[src/rtl/csirx_pkg.sv]
// Shared definitions for the csirx PPI lane controller.
//   lane_state_e : controller FSM states, encoded 0..4 as published on state_o
//   STATE_W      : width of the state encoding
//   skew_width() : bits needed to hold a skew count in 0..skew_max
package csirx_pkg;

   localparam int STATE_W = 3;

   typedef enum logic [STATE_W-1:0] {
      ST_OFF    = 3'd0,
      ST_INIT   = 3'd1,
      ST_IDLE   = 3'd2,
      ST_SYNC   = 3'd3,
      ST_ACTIVE = 3'd4
   } lane_state_e;

   function automatic int skew_width(input int skew_max);
      int w;
      w = $clog2(skew_max + 1);
      return (w < 1) ? 1 : w;
   endfunction

endpackage

[src/rtl/csirx_skew_tracker.sv]
// Per-burst SoT bookkeeping: which lanes have delivered their SoT and the
// cycle offset of each lane's SoT relative to the first one.
//   clk_i / rst_i   : byte clock, synchronous active-high reset
//   clr_i           : first SoT of a burst; seen := sync_i, those lanes skew 0
//   cap_i           : collecting; lanes newly pulsing get skew := scnt_i
//   sync_i          : per-lane SoT pulses
//   scnt_i          : current skew count to record
//   seen_next_o     : seen mask including this cycle's pulses
//   lane_skew_o     : packed per-lane skew, lane i at [i*SW +: SW]
module csirx_skew_tracker
   import csirx_pkg::*;
#(
   parameter int N_DATA_LANES = 2,
   parameter int SW           = 3
) (
   input  logic                       clk_i,
   input  logic                       rst_i,
   input  logic                       clr_i,
   input  logic                       cap_i,
   input  logic [N_DATA_LANES-1:0]    sync_i,
   input  logic [SW-1:0]              scnt_i,
   output logic [N_DATA_LANES-1:0]    seen_next_o,
   output logic [N_DATA_LANES*SW-1:0] lane_skew_o
);

   logic [N_DATA_LANES-1:0]    seen_q;
   logic [N_DATA_LANES*SW-1:0] skew_q;

   // Lookahead mask so the FSM can detect completion in the same cycle.
   always_comb begin
      seen_next_o = seen_q | sync_i;
   end

   // Seen mask and skew capture; repeat pulses on a seen lane are ignored.
   always_ff @(posedge clk_i) begin
      if (rst_i) begin
         seen_q <= '0;
         skew_q <= '0;
      end else if (clr_i) begin
         seen_q <= sync_i;
         for (int i = 0; i < N_DATA_LANES; i++) begin
            if (sync_i[i]) begin
               skew_q[i*SW +: SW] <= '0;
            end
         end
      end else if (cap_i) begin
         seen_q <= seen_q | sync_i;
         for (int i = 0; i < N_DATA_LANES; i++) begin
            if (sync_i[i] && !seen_q[i]) begin
               skew_q[i*SW +: SW] <= scnt_i;
            end
         end
      end
   end

   assign lane_skew_o = skew_q;

endmodule

[src/rtl/csirx_lane_ctrl.sv]
// D-PHY PPI lane sequencer: brings up clock/data lanes with forcerxmode,
// waits for LP-11 stop state, then measures per-lane SoT skew each HS burst
// and publishes the result with a one-cycle align pulse.
//   rxbyteclkhs_i / rxbyteclkhs_reset_i : byte clock, sync active-high reset
//   ctrl_enable_i                       : software enable, low forces OFF
//   cl_stopstate_i / dl_stopstate_i     : lanes in LP-11
//   dl_rxactivehs_i / dl_rxsynchs_i     : per-lane HS active and SoT pulse
//   err_clr_i                           : clears sticky err_skew_o
//   cl_enable_o, dl_enable_o, dl_forcerxmode_o : PPI lane controls
//   lane_skew_o, align_valid_o, pkt_active_o   : to lane-merge datapath
//   err_skew_o, state_o                        : status
module csirx_lane_ctrl
   import csirx_pkg::*;
#(
   parameter int N_DATA_LANES   = 2,
   parameter int FORCERX_CYCLES = 16,
   parameter int SKEW_MAX       = 4
) (
   input  logic                                          rxbyteclkhs_i,
   input  logic                                          rxbyteclkhs_reset_i,
   input  logic                                          ctrl_enable_i,
   input  logic                                          cl_stopstate_i,
   input  logic [N_DATA_LANES-1:0]                       dl_stopstate_i,
   input  logic [N_DATA_LANES-1:0]                       dl_rxactivehs_i,
   input  logic [N_DATA_LANES-1:0]                       dl_rxsynchs_i,
   input  logic                                          err_clr_i,
   output logic                                          cl_enable_o,
   output logic [N_DATA_LANES-1:0]                       dl_enable_o,
   output logic [N_DATA_LANES-1:0]                       dl_forcerxmode_o,
   output logic [N_DATA_LANES*skew_width(SKEW_MAX)-1:0]  lane_skew_o,
   output logic                                          align_valid_o,
   output logic                                          pkt_active_o,
   output logic                                          err_skew_o,
   output logic [STATE_W-1:0]                            state_o
);

   localparam int SW    = skew_width(SKEW_MAX);
   localparam int CNT_W = (FORCERX_CYCLES > 1) ? $clog2(FORCERX_CYCLES) : 1;
   localparam logic [CNT_W-1:0]        CNT_LAST  = CNT_W'(FORCERX_CYCLES - 1);
   localparam logic [SW-1:0]           SKEW_LAST = SW'(SKEW_MAX);
   localparam logic [N_DATA_LANES-1:0] ALL_LANES = {N_DATA_LANES{1'b1}};

   lane_state_e             state_q, state_d;
   logic [CNT_W-1:0]        cnt_q, cnt_d;
   logic [SW-1:0]           scnt_q, scnt_d, scnt_cur_s;
   logic                    trk_clr_s, trk_cap_s, err_set_s;
   logic [N_DATA_LANES-1:0] seen_next_s;

   logic                    cl_enable_q, align_valid_q, pkt_active_q, err_skew_q;
   logic [N_DATA_LANES-1:0] dl_enable_q, dl_forcerxmode_q;

   // scnt_q holds the previous SYNC count; the first SYNC cycle counts as 1.
   assign scnt_cur_s = scnt_q + SW'(1);

   csirx_skew_tracker #(
      .N_DATA_LANES (N_DATA_LANES),
      .SW           (SW)
   ) u_skew_tracker (
      .clk_i       (rxbyteclkhs_i),
      .rst_i       (rxbyteclkhs_reset_i),
      .clr_i       (trk_clr_s),
      .cap_i       (trk_cap_s),
      .sync_i      (dl_rxsynchs_i),
      .scnt_i      (scnt_cur_s),
      .seen_next_o (seen_next_s),
      .lane_skew_o (lane_skew_o)
   );

   // Next-state logic with tracker strobes; disable overrides every transition.
   always_comb begin
      state_d   = state_q;
      cnt_d     = cnt_q;
      scnt_d    = scnt_q;
      trk_clr_s = 1'b0;
      trk_cap_s = 1'b0;
      err_set_s = 1'b0;
      if (!ctrl_enable_i) begin
         state_d = ST_OFF;
      end else begin
         case (state_q)
            ST_OFF: begin
               state_d = ST_INIT;
               cnt_d   = '0;
            end
            ST_INIT: begin
               if (cnt_q != CNT_LAST) begin
                  cnt_d = cnt_q + CNT_W'(1);
               end else begin
                  cnt_d = cnt_q;
               end
               if ((cnt_q == CNT_LAST) && cl_stopstate_i && (&dl_stopstate_i)) begin
                  state_d = ST_IDLE;
               end else begin
                  state_d = ST_INIT;
               end
            end
            ST_IDLE: begin
               if (|dl_rxsynchs_i) begin
                  trk_clr_s = 1'b1;
                  scnt_d    = '0;
                  state_d   = (dl_rxsynchs_i == ALL_LANES) ? ST_ACTIVE : ST_SYNC;
               end else begin
                  state_d = ST_IDLE;
               end
            end
            ST_SYNC: begin
               trk_cap_s = 1'b1;
               scnt_d    = scnt_cur_s;
               // Completion this cycle wins over abort/timeout.
               if (seen_next_s == ALL_LANES) begin
                  state_d = ST_ACTIVE;
               end else if (~|dl_rxactivehs_i) begin
                  state_d   = ST_IDLE;
                  err_set_s = 1'b1;
               end else if (scnt_cur_s == SKEW_LAST) begin
                  state_d   = ST_IDLE;
                  err_set_s = 1'b1;
               end else begin
                  state_d = ST_SYNC;
               end
            end
            ST_ACTIVE: begin
               if (~|dl_rxactivehs_i) begin
                  state_d = ST_IDLE;
               end else begin
                  state_d = ST_ACTIVE;
               end
            end
            default: begin
               state_d = ST_OFF;
            end
         endcase
      end
   end

   // State, counters, sticky error and Moore outputs decoded from next state.
   always_ff @(posedge rxbyteclkhs_i) begin
      if (rxbyteclkhs_reset_i) begin
         state_q          <= ST_OFF;
         cnt_q            <= '0;
         scnt_q           <= '0;
         err_skew_q       <= 1'b0;
         cl_enable_q      <= 1'b0;
         dl_enable_q      <= '0;
         dl_forcerxmode_q <= '0;
         align_valid_q    <= 1'b0;
         pkt_active_q     <= 1'b0;
      end else begin
         state_q          <= state_d;
         cnt_q            <= cnt_d;
         scnt_q           <= scnt_d;
         err_skew_q       <= err_set_s ? 1'b1 : (err_clr_i ? 1'b0 : err_skew_q);
         cl_enable_q      <= (state_d != ST_OFF);
         dl_enable_q      <= (state_d != ST_OFF) ? ALL_LANES : '0;
         dl_forcerxmode_q <= (state_d == ST_INIT) ? ALL_LANES : '0;
         align_valid_q    <= (state_d == ST_ACTIVE) && (state_q != ST_ACTIVE);
         pkt_active_q     <= (state_d == ST_ACTIVE);
      end
   end

   assign cl_enable_o      = cl_enable_q;
   assign dl_enable_o      = dl_enable_q;
   assign dl_forcerxmode_o = dl_forcerxmode_q;
   assign align_valid_o    = align_valid_q;
   assign pkt_active_o     = pkt_active_q;
   assign err_skew_o       = err_skew_q;
   assign state_o          = state_q;

endmodule
[config.mk]
export PLATFORM = sky130hd
export DESIGN_NAME = csirx_lane_ctrl
export DESIGN_NICKNAME = d
export VERILOG_FILES = /design/src/rtl/csirx_pkg.sv /design/src/rtl/csirx_skew_tracker.sv /design/src/rtl/csirx_lane_ctrl.sv
export SDC_FILE = /design/constraint.sdc
export NUM_CORES = 1
export LEC_CHECK = 0
export ABC_AREA = 0
export CORE_UTILIZATION = 52
export DETAILED_ROUTE_END_ITERATION = 12
export PLACE_DENSITY = 0.83
export SLEW_MARGIN = 15
export SYNTH_ARGS = -nofsm -noshare
export SYNTH_HDL_FRONTEND = slang
export SYNTH_SLANG_ARGS = --single-unit
export TNS_END_PERCENT = 5
[constraint.sdc]
create_clock -name rxbyteclkhs_i -period 3.6 [get_ports rxbyteclkhs_i]
set_input_delay 0.72 -clock rxbyteclkhs_i [delete_from_list [all_inputs] [get_ports rxbyteclkhs_i]]
set_output_delay 0.72 -clock rxbyteclkhs_i [all_outputs]
set_load 0.02 [all_outputs]
==> impl_metrics.json <==
{
  "gp_congestion": 0.869,
  "layout-drive-gt1-share_pct": 3.68,
  "worstPathCellList": "clkdlybuf4s50_1",
  "hold_buffers": 0,
  "post_drt_wl_per_cell_microns": 12.6,
  "critPathTopFamily": "buffers and inverters",
  "cp.required_ns": 2.88,
  "overflow": 0,
  "avgSynthCellArea_sq_um": 8.29,
  "root_buffer": "clkbuf_4",
  "report.final.hold_viol_count": 0,
  "clk_latency_ns": 0.32,
  "cp_num_buf_inv": 1,
  "grt_max_degree": 18,
  "syn_nets": 158,
  "initial_utilization_pct": 57.2,
  "rows": 16,
  "die_w_microns": 49.4,
  "hold_ws_ns": 0.496,
  "min_path_type": "flip-flop to flip-flop",
  "status": "finished, final reports clean",
  "gr-usage-all-layers_pct": 21.9,
  "clk_pin_slew_ns": 0.13,
  "maxSlewViolCount": 0,
  "dr.first_iter.drc_count": 9,
  "num_antenna_cells": 0,
  "vias": 1068,
  "dpl.hpwl_microns": 1830,
  "cts_buffer_depth": 2,
  "finalSetupViolCount": 0,
  "max_freq_mhz": 428,
  "first_pass_iters": 4,
  "rsz0062_at_grt": "false",
  "numCtsBuffers": 3,
  "synth_cell_types": 37,
  "cts_sinks": 23,
  "htree_levels": 1,
  "worstMarginPinSlew_ns": 0.575,
  "viasPerCell": 5.62,
  "cap_violations": 0,
  "areaGrowthSynthToFinish_pct": 24.3,
  "relSlewSlack_pct": 61.6,
  "core_area_sq_um": 2040,
  "powerDensity_nw_per_um2": 294,
  "die_area_sq_um": 2440,
  "die_h_microns": 49.4,
  "synthCells": 141,
  "period_share_pct": 64.9,
  "cts_tree": "done",
  "antenna_found_initial": 0,
  "start_kind": "flip-flop",
  "io_pins": 28,
  "post-cts-setup-buffer-count": 0,
  "port_buffers": 27,
  "ir_drop_uv": 279,
  "finish.net_count": 181,
  "crit_fanout": 14,
  "setup_tns_ns": 0,
  "routed_wl_microns": 2390,
  "finClkSkew_ns": 0.00736,
  "arrival_ns": 1.62,
  "final_antenna_net_count": 0,
  "syn-cell-area_sq_um": 1170,
  "crit_slowest_cell": "clkdlybuf4s50_1",
  "first_global_vias": 1002,
  "ys_ff_latch": 23,
  "period_needed_ns": 2.34,
  "post-route-drc-count": 0,
  "yosysSeqAreaShare_pct": 39.4,
  "cts-resized-gates": 0,
  "p_leak_nw": 0.569,
  "crit_type": "flip-flop to primary output",
  "max_stage_delay_ns": 0.69,
  "yosysWarnings": 0,
  "critPathCaptureType": "primary output",
  "grt_pass1_wl_microns": 4170
}
## where the power goes
| part | switching (mW) | leakage [nW] | internal, mW |
|---|---|---|---|
| Combinational | 0.0238 | 0.365 | 0.0230 |
| Clock | 0.0792 | 0.0177 | 0.0417 |
| Sequential | 0.00319 | 0.186 | 0.257 |
| Total | 0.106 | 0.569 | 0.321 |
## registers in the layout, summed over array words and instances, names as in the netlist
signal and count:
cnt_q 4, pkt_active_o 1, state_o 3, align_valid_o 1, scnt_q 3, dl_forcerxmode_o 1, dl_enable_o 1, err_skew_o 1
u_skew_tracker.lane_skew_o 6, u_skew_tracker.seen_q 2
## cells by family (layout without fill, tap and decap cells)
logic type	after synthesis	after routing	synth area share, %
simple gates	54	54	23.4
compound gates	33	33	18.3
flops	23	23	39.4
buf+inv	19	41	7.28
fa+ha+maj	6	6	6.42
mux	6	6	5.14
## worst paths after layout
kind	slack, ns	startpoint	cells past startpoint	to
max	1.26	state_o[0]	1	state_o[0]
min	0.50	cnt_q[1]	2	cnt_q[1]
max reg2reg	1.75	scnt_q[0]	5	dl_forcerxmode_o[0]
min reg2reg	0.50	cnt_q[1]	2	cnt_q[1]
## worst reg2reg max path: cells and delay by family (launching register included)
family,cells,cell delay [ns]
adder cells (fa/ha/maj),2,0.40
flip-flops,1,0.36
AND/OR/NAND/NOR,1,0.18
AO/OA/AOI/OAI,2,0.83
## cell usage after synthesis
cell type / count / share of area [%]
a221o_1: 1 / 0.86
or4b_1: 1 / 0.86
nor2_1: 26 / 8.4
nand2b_1: 4 / 2.1
a211o_1: 2 / 1.5
buf_4: 3 / 1.9
clkbuf_1: 3 / 0.96
mux2i_1: 6 / 5.1
buf_1: 1 / 0.32
nor3_1: 2 / 0.86
inv_1: 9 / 2.9
nand3_1: 4 / 1.7
or4_1: 2 / 1.3
a221oi_1: 1 / 0.75
a2bb2oi_1: 2 / 1.5
o21ai_1: 4 / 1.7
a21oi_1: 14 / 6.0
inv_2: 1 / 0.32
or3_1: 2 / 1.1
nand2_1: 5 / 1.6
o221ai_1: 1 / 0.75
a31oi_1: 1 / 0.54
nand4_1: 1 / 0.54
o22a_1: 1 / 0.75
dfxtp_1: 23 / 39
nand4b_1: 1 / 0.75
nand3b_1: 1 / 0.64
ha_1: 6 / 6.4
and3b_1: 1 / 0.75
nor2b_1: 1 / 0.54
o41a_1: 1 / 0.96
o21a_1: 1 / 0.64
buf_2: 2 / 0.86
or3b_1: 2 / 1.5
nor3_2: 1 / 0.86
o21ai_0: 2 / 0.86
o2111ai_1: 2 / 1.5
## per-layer routing
layer / global-route usage [%] / up-vias / routed length (microns)
met4: 5.71 / 0 / 41
met5: 0 / - / 0
met3: 5.61 / 5 / 87
li1: - / 536 / -
met1: 24.6 / 501 / 1070
met2: 40.6 / 26 / 1190
## cell type report
cell class | count | area [sq um]
multi-input combinational | 99 | 623
inverter | 10 | 37.5
clock buffer | 3 | 22.5
sequential | 23 | 460
fill | 170 | 589
clock inverter | 1 | 5.00
tap | 27 | 33.8
timing repair buffer | 27 | 270
## per-stage QoR
stage	std cells	cell area [sq um]	utilization, %	power, mW	worst slack, ns
6_report	190	1450	71.1	0.428	1.26
5_1_grt	190	1450	71.1	0.450	1.21
4_1_cts	190	1450	71.1	0.432	1.25
3_5_place_dp	186	1430	69.8	0.312	1.00
3_3_place_gp	186	1430	69.8	0.311	1.06
2_1_floorplan	141	1170	-	0.291	1.70
## cell usage in the layout (no fill, tap or decap), types with 2 or more instances in the layout
master,instances
clkdlybuf4s50_1,27
nor2_1,26
dfxtp_1,23
a21oi_1,14
inv_1,9
mux2i_1,6
ha_1,6
nand2_1,5
nand3_1,4
o21ai_1,4
nand2b_1,4
clkbuf_4,3
a211o_1,2
o21ai_0,2
or3b_1,2
o2111ai_1,2
or4_1,2
nor3_1,2
a2bb2oi_1,2
or3_1,2
Power figures use the tool's default switching activity.
